===== config.mk =====
export PLATFORM = sky130hd
export DESIGN_NAME = fp16_sub_pipe
export DESIGN_NICKNAME = d
export VERILOG_FILES = /design/src/rtl/fp16_sub_pipe.sv
export SDC_FILE = /design/constraint.sdc
export NUM_CORES = 1
export LEC_CHECK = 0
export BUFFER_PORTS_ARGS = -buffer_cell sky130_fd_sc_hd__buf_4
export CORE_MARGIN = 2
export CORE_UTILIZATION = 50
export CTS_CLUSTER_SIZE = 10
export DETAILED_ROUTE_END_ITERATION = 10
export GPL_ROUTABILITY_DRIVEN = 0
export HOLD_SLACK_MARGIN = 0.02
export PLACE_DENSITY = 0.82
export RECOVER_POWER = 50
export SLEW_MARGIN = 20
export SYNTH_ARGS = -nofsm -noshare
export SYNTH_HDL_FRONTEND = slang
export SYNTH_SLANG_ARGS = --single-unit

===== constraint.sdc =====
create_clock -name clk -period 3.8 [get_ports clk]
set_input_delay 0.57 -clock clk [delete_from_list [all_inputs] [get_ports clk]]
set_output_delay 0.57 -clock clk [all_outputs]
set_load 0.1 [all_outputs]

===== src/rtl/fp16_sub_pipe.sv =====
// Three-stage pipelined binary16 subtractor (result = a - b) with valid/ready on both sides.
// Define FP16_SUB_SPECIALS_EN for IEEE inf/NaN decoding; otherwise overflow saturates to max finite.
module fp16_sub_pipe (
    input  logic        clk,
    input  logic        rst_n,
    input  logic        in_valid,
    output logic        in_ready,
    input  logic [15:0] a,
    input  logic [15:0] b,
    output logic        out_valid,
    input  logic        out_ready,
    output logic [15:0] result
);

    logic adv;

    // S1 combinational: flush, negate b, order by magnitude, align smaller operand
    logic [15:0] a_f, b_n, op_x, op_y;
    logic        swap;
    logic [4:0]  d;
    logic [13:0] y_ext, y_sh, mask;
    logic [1:0]  spec;
`ifdef FP16_SUB_SPECIALS_EN
    logic        nan_in;
`endif

    always_comb begin
        a_f   = (a[14:10] == 5'd0) ? {a[15], 15'd0} : a;
        b_n   = (b[14:10] == 5'd0) ? {~b[15], 15'd0} : {~b[15], b[14:0]};
        swap  = b_n[14:0] > a_f[14:0];
        op_x  = swap ? b_n : a_f;
        op_y  = swap ? a_f : b_n;
        d     = op_x[14:10] - op_y[14:10];
        y_ext = {|op_y[14:10], op_y[9:0], 3'b000};
        mask  = (14'd1 << d) - 14'd1;
        if (d >= 5'd13)
            y_sh = {13'd0, |y_ext};
        else
            y_sh = (y_ext >> d) | {13'd0, |(y_ext & mask)};
        spec = 2'b00;
`ifdef FP16_SUB_SPECIALS_EN
        // spec[1] = NaN result, spec[0] = infinite result carrying op_x sign
        nan_in  = (&a[14:10] & |a[9:0]) | (&b[14:10] & |b[9:0]);
        spec[1] = nan_in | (&op_x[14:10] & &op_y[14:10] & (op_x[15] ^ op_y[15]));
        spec[0] = &op_x[14:10];
`endif
    end

    // Stage registers
    logic        s1_v_q, s1_v_d, s1_sign_q, s1_sign_d, s1_sub_q, s1_sub_d;
    logic [4:0]  s1_exp_q, s1_exp_d;
    logic [13:0] s1_xm_q, s1_xm_d, s1_ym_q, s1_ym_d;
    logic [1:0]  s1_spec_q, s1_spec_d;
    logic        s2_v_q, s2_v_d, s2_sign_q, s2_sign_d, s2_sub_q, s2_sub_d;
    logic [4:0]  s2_exp_q, s2_exp_d;
    logic [14:0] s2_sum_q, s2_sum_d;
    logic [1:0]  s2_spec_q, s2_spec_d;
    logic        out_valid_q, out_valid_d;
    logic [15:0] result_q, result_d;

    // S3 combinational: normalise, round to nearest even, handle zero/underflow/overflow
    logic [3:0]        lz;
    logic [13:0]       norm;
    logic signed [6:0] e, e_r;
    logic              up;
    logic [10:0]       frac_r;
    logic [15:0]       res;
    logic              unused_bits;

    always_comb begin
        lz = 4'd0;
        for (int i = 0; i < 14; i++)
            if (s2_sum_q[i]) lz = 4'(13 - i);
        if (s2_sum_q[14]) begin
            norm = {s2_sum_q[14:2], s2_sum_q[1] | s2_sum_q[0]};
            e    = $signed({2'b00, s2_exp_q}) + 7'sd1;
        end else begin
            norm = s2_sum_q[13:0] << lz;
            e    = $signed({2'b00, s2_exp_q}) - $signed({3'b000, lz});
        end
        up     = norm[2] & (norm[1] | norm[0] | norm[3]);
        frac_r = {1'b0, norm[12:3]} + {10'd0, up};
        e_r    = frac_r[10] ? e + 7'sd1 : e;
        if (s2_sum_q == 15'd0)
            res = s2_sub_q ? 16'h0000 : {s2_sign_q, 15'd0};
        else if (e <= 7'sd0)
            res = {s2_sign_q, 15'd0};
        else if (e_r >= 7'sd31)
`ifdef FP16_SUB_SPECIALS_EN
            res = {s2_sign_q, 15'h7C00};
`else
            res = {s2_sign_q, 15'h7BFF};
`endif
        else
            res = {s2_sign_q, e_r[4:0], frac_r[9:0]};
        if (s2_spec_q[1])
            res = 16'h7E00;
        else if (s2_spec_q[0])
            res = {s2_sign_q, 15'h7C00};
    end

    assign unused_bits = ^{norm[13], e_r[6:5]};

    // Whole pipeline moves together; bubbles shift as well
    always_comb begin
        adv         = out_ready | ~out_valid_q;
        s1_v_d      = s1_v_q;      s1_sign_d = s1_sign_q; s1_sub_d  = s1_sub_q;
        s1_exp_d    = s1_exp_q;    s1_xm_d   = s1_xm_q;   s1_ym_d   = s1_ym_q;
        s1_spec_d   = s1_spec_q;
        s2_v_d      = s2_v_q;      s2_sign_d = s2_sign_q; s2_sub_d  = s2_sub_q;
        s2_exp_d    = s2_exp_q;    s2_sum_d  = s2_sum_q;  s2_spec_d = s2_spec_q;
        out_valid_d = out_valid_q;
        result_d    = result_q;
        if (adv) begin
            s1_v_d      = in_valid;
            s1_sign_d   = op_x[15];
            s1_sub_d    = op_x[15] ^ op_y[15];
            s1_exp_d    = op_x[14:10];
            s1_xm_d     = {|op_x[14:10], op_x[9:0], 3'b000};
            s1_ym_d     = y_sh;
            s1_spec_d   = spec;
            s2_v_d      = s1_v_q;
            s2_sign_d   = s1_sign_q;
            s2_sub_d    = s1_sub_q;
            s2_exp_d    = s1_exp_q;
            s2_sum_d    = s1_sub_q ? ({1'b0, s1_xm_q} - {1'b0, s1_ym_q})
                                   : ({1'b0, s1_xm_q} + {1'b0, s1_ym_q});
            s2_spec_d   = s1_spec_q;
            out_valid_d = s2_v_q;
            if (s2_v_q) result_d = res;
        end
    end

    always_ff @(posedge clk or negedge rst_n) begin
        if (!rst_n) begin
            s1_v_q <= 1'b0; s1_sign_q <= 1'b0; s1_sub_q <= 1'b0; s1_exp_q <= 5'd0;
            s1_xm_q <= 14'd0; s1_ym_q <= 14'd0; s1_spec_q <= 2'b00;
            s2_v_q <= 1'b0; s2_sign_q <= 1'b0; s2_sub_q <= 1'b0; s2_exp_q <= 5'd0;
            s2_sum_q <= 15'd0; s2_spec_q <= 2'b00;
            out_valid_q <= 1'b0; result_q <= 16'h0000;
        end else begin
            s1_v_q <= s1_v_d; s1_sign_q <= s1_sign_d; s1_sub_q <= s1_sub_d; s1_exp_q <= s1_exp_d;
            s1_xm_q <= s1_xm_d; s1_ym_q <= s1_ym_d; s1_spec_q <= s1_spec_d;
            s2_v_q <= s2_v_d; s2_sign_q <= s2_sign_d; s2_sub_q <= s2_sub_d; s2_exp_q <= s2_exp_d;
            s2_sum_q <= s2_sum_d; s2_spec_q <= s2_spec_d;
            out_valid_q <= out_valid_d; result_q <= result_d;
        end
    end

    assign in_ready  = adv;
    assign out_valid = out_valid_q;
    assign result    = result_q;

endmodule


==> metrics.txt <==
R2R depth=16; largest area contributor in the netlist=dfrtp_1; register area share after synthesis=0.258; CTS Buf Count=9; Worst Hold Class=input port to flop; Via density=6.21; Initial Util=0.511; Ys Warns=0; H-tree level count=3; vias in the first global route=7179; CTS sink count=73; DP HPWL=15600 um; Tcrit/Tclk final=0.999; I/O pins=54; Final Skew=0.0109 ns; status=complete, but fails checks; xor/xnor share of the synthesized area=0.0359; Setup CP Type=input port to flop; I/O Buffers=53; Synth top area share=0.258; commonest non-fill, non-tap cell in the layout=buf_4; dominant cells by area after synthesis=dfrtp_1, ha_1, nand2_1; largest family of logic cells by synthesized area=compound AO/OA/AOI/OAI gates; CP required=4.02 ns; antenna-violating nets left=0; Post-Syn Area=0.00707 mm^2; most frequent cells in the layout=buf_4, nand2_1, o21ai_0; die area=0.0151 mm^2; Primary FF master, synth=dfrtp_1; pin count of the biggest net entering global routing=76; CTS tree=yes; Synth Area in Compound Gates=0.263; Remaining DRCs=0; failing checks=capacitance limit, slew limit; Leakage=4.19 nW; Hold Violations, Final=0; adder-cell area share of the yosys netlist=0.0888; Slew @ Worst Pin=1.81 ns; CP Max Fanout=6; row count=43; 1st-iter DRT viols=872; WP data arrival=4.01 ns; Hold WS=0.424 ns; Die Ht=123 um; Die X=123 um; Worst Setup End Kind=flop; n_diodes=0; synth-to-layout area growth=31.0%; Reg clk slew, reported paths=0.06 ns; Clock Tree Buf Depth=2; Max Cap Viol=1; initial antenna violation count=0; Unique masters post-synth=87; fillcell total=1036; multi-input logic area=0.00512 mm^2; Hold Path Cell Cnt=3; Root Buffer=clkbuf_16; IR drop worst, VDD=463 uV; Max-slew headroom=-0.204; WL final=22700 um; Placed Cells=1228; Layout Nets=1157; Syn Inst Count=918; first-pass GRT wire length=33100 um; Startpoint Class=input port; Pwr Density=881 mW/mm^2; asr flop ratio synth=1.00; fin. max-slew vios=74; Final Instance Count excl. Fillers=1257; final setup vio count=0; mean routed wirelength per cell=18.0 um; core box area=0.0138 mm^2; Post-synth EDFFs=0; Initial DRT Pass Iterations=6; fin crit period=3.79 ns; syn_nets=1003; total grt overflow=0; GRT Resource Usage Total=0.274; share of layout cells above drive strength 1=0.295; clock latency at the later pin of the worst-skew pair=0.35 ns; Synth Area in Simple Gates=0.222; Max Fclk=264 MHz; Syn Area/Cell=7.70 um^2; Vias=7810; register bit total from synthesis=73; post-synthesis mux area share=0.0588; register area=0.00183 mm^2
==> area by class of cell <==
| cell class | count | share of cell area |
|---|---|---|
| Tap cell | 180 | 0.0243 |
| Multi-Input combinational cell | 727 | 0.553 |
| Clock inverter | 7 | 0.00905 |
| Clock buffer | 9 | 0.0243 |
| Inverter | 60 | 0.0257 |
| Timing Repair Buffer | 201 | 0.166 |
| Sequential cell | 73 | 0.198 |
==> synthesized netlist by cell type, types with 8 or more instances <==
master    number
a21o_1        11
o211ai_1      13
ha_1          47
and2_1         9
buf_2         12
a211oi_1      13
nor3_1        16
xnor2_1       21
mux2i_1       28
xor2_1         8
a22oi_1       12
nand2_1      144
o21ai_0       78
nor2b_1        8
clkbuf_1      36
o31ai_1       11
inv_1         56
nand2b_1      12
nor2_1        69
nand4_1        8
a21oi_1       65
dfrtp_1       73
nand3_1       26
o22ai_1        9
==> metrics by stage <==
step                total power [mW]  setup slack (ns)  instance area [um^2]   util  setup TNS, ns
global placement                6.43            -0.148                  8540  0.618         -0.904
floorplan                       5.13           0.00188                  7210      -              0
CTS                             7.58            0.0189                  8870  0.642              0
detailed placement              6.60            -0.267                  8540  0.618          -2.08
finish                          8.16           0.00569                  9260  0.670              0
global route                    8.64            -0.151                  9260  0.670         -0.657
==> path summary, 6_finish.rpt <==
kind                             startpoint      endpoint  slack [ns]
worst max-delay path                  b[11]    s1_ym_q[4]       0.006
worst min-delay path               in_valid        s1_v_q        0.42
worst max register to register  s2_sum_q[9]     result[2]        0.07
worst min register to register    s2_sign_q     s2_sign_q        0.48
max in group asynchronous             rst_n  s2_sum_q[10]        1.87
min in group asynchronous             rst_n     result[6]        0.66
==> timing repair <==
item	4_1_cts	5_1_grt
gates resized for setup	3	68
setup buffers	1	10
pin swaps	1	22
endpoints found under the setup margin	11	27
hold buffers	0	0
gates cloned	0	2
==> sequential cells by signal, indices dropped and copies added, names as in the netlist <==
| signal | count |
|---|---|
| out_valid | 1 |
| result | 16 |
| s1_exp_q | 5 |
| s1_sign_q | 1 |
| s1_sub_q | 1 |
| s1_v_q | 1 |
| s1_xm_q | 11 |
| s1_ym_q | 14 |
| s2_exp_q | 5 |
| s2_sign_q | 1 |
| s2_sub_q | 1 |
| s2_sum_q | 15 |
| s2_v_q | 1 |
==> power by group <==
group,internal [mW],leakage (nW),switching (mW)
Combinational,2.29,3.15,3.60
Clock,0.521,0.149,0.375
Sequential,1.08,0.897,0.288
Total,3.89,4.19,4.27
==> critical path, cell delays in order <==
cell       delay [ns]
buf_4            0.13
nor3_4           0.18
nand2_2          0.10
buf_4            0.15
nand2_2          0.07
inv_1            0.06
ha_1             0.31
a21oi_1          0.16
nor2_1           0.10
a2111oi_4        0.29
a21oi_4          0.12
mux2i_2          0.28
ha_4             0.28
buf_4            0.16
nand2_1          0.05
o21ai_0          0.07
mux4_2           0.49
o211ai_1         0.19
o31a_1           0.17
o22ai_1          0.07
==> metal layers <==
metal	routed length, um	track usage	vias up
li1	-	-	3594
met1	9020	0.337	3696
met2	11200	0.463	409
met3	1540	0.0457	111
met4	950	0.139	0
met5	0	0	-
==> logic make-up (layout without fill, tap and decap cells) <==
| logic type | after synthesis | count (layout) |
|---|---|---|
| mux | 36 | 36 |
| simple gates | 330 | 331 |
| flops | 73 | 73 |
| fa+ha+maj | 49 | 49 |
| compound gates | 282 | 282 |
| buf+inv | 119 | 277 |
| xor+xnor | 29 | 29 |
(Power assumes the default switching activity.)
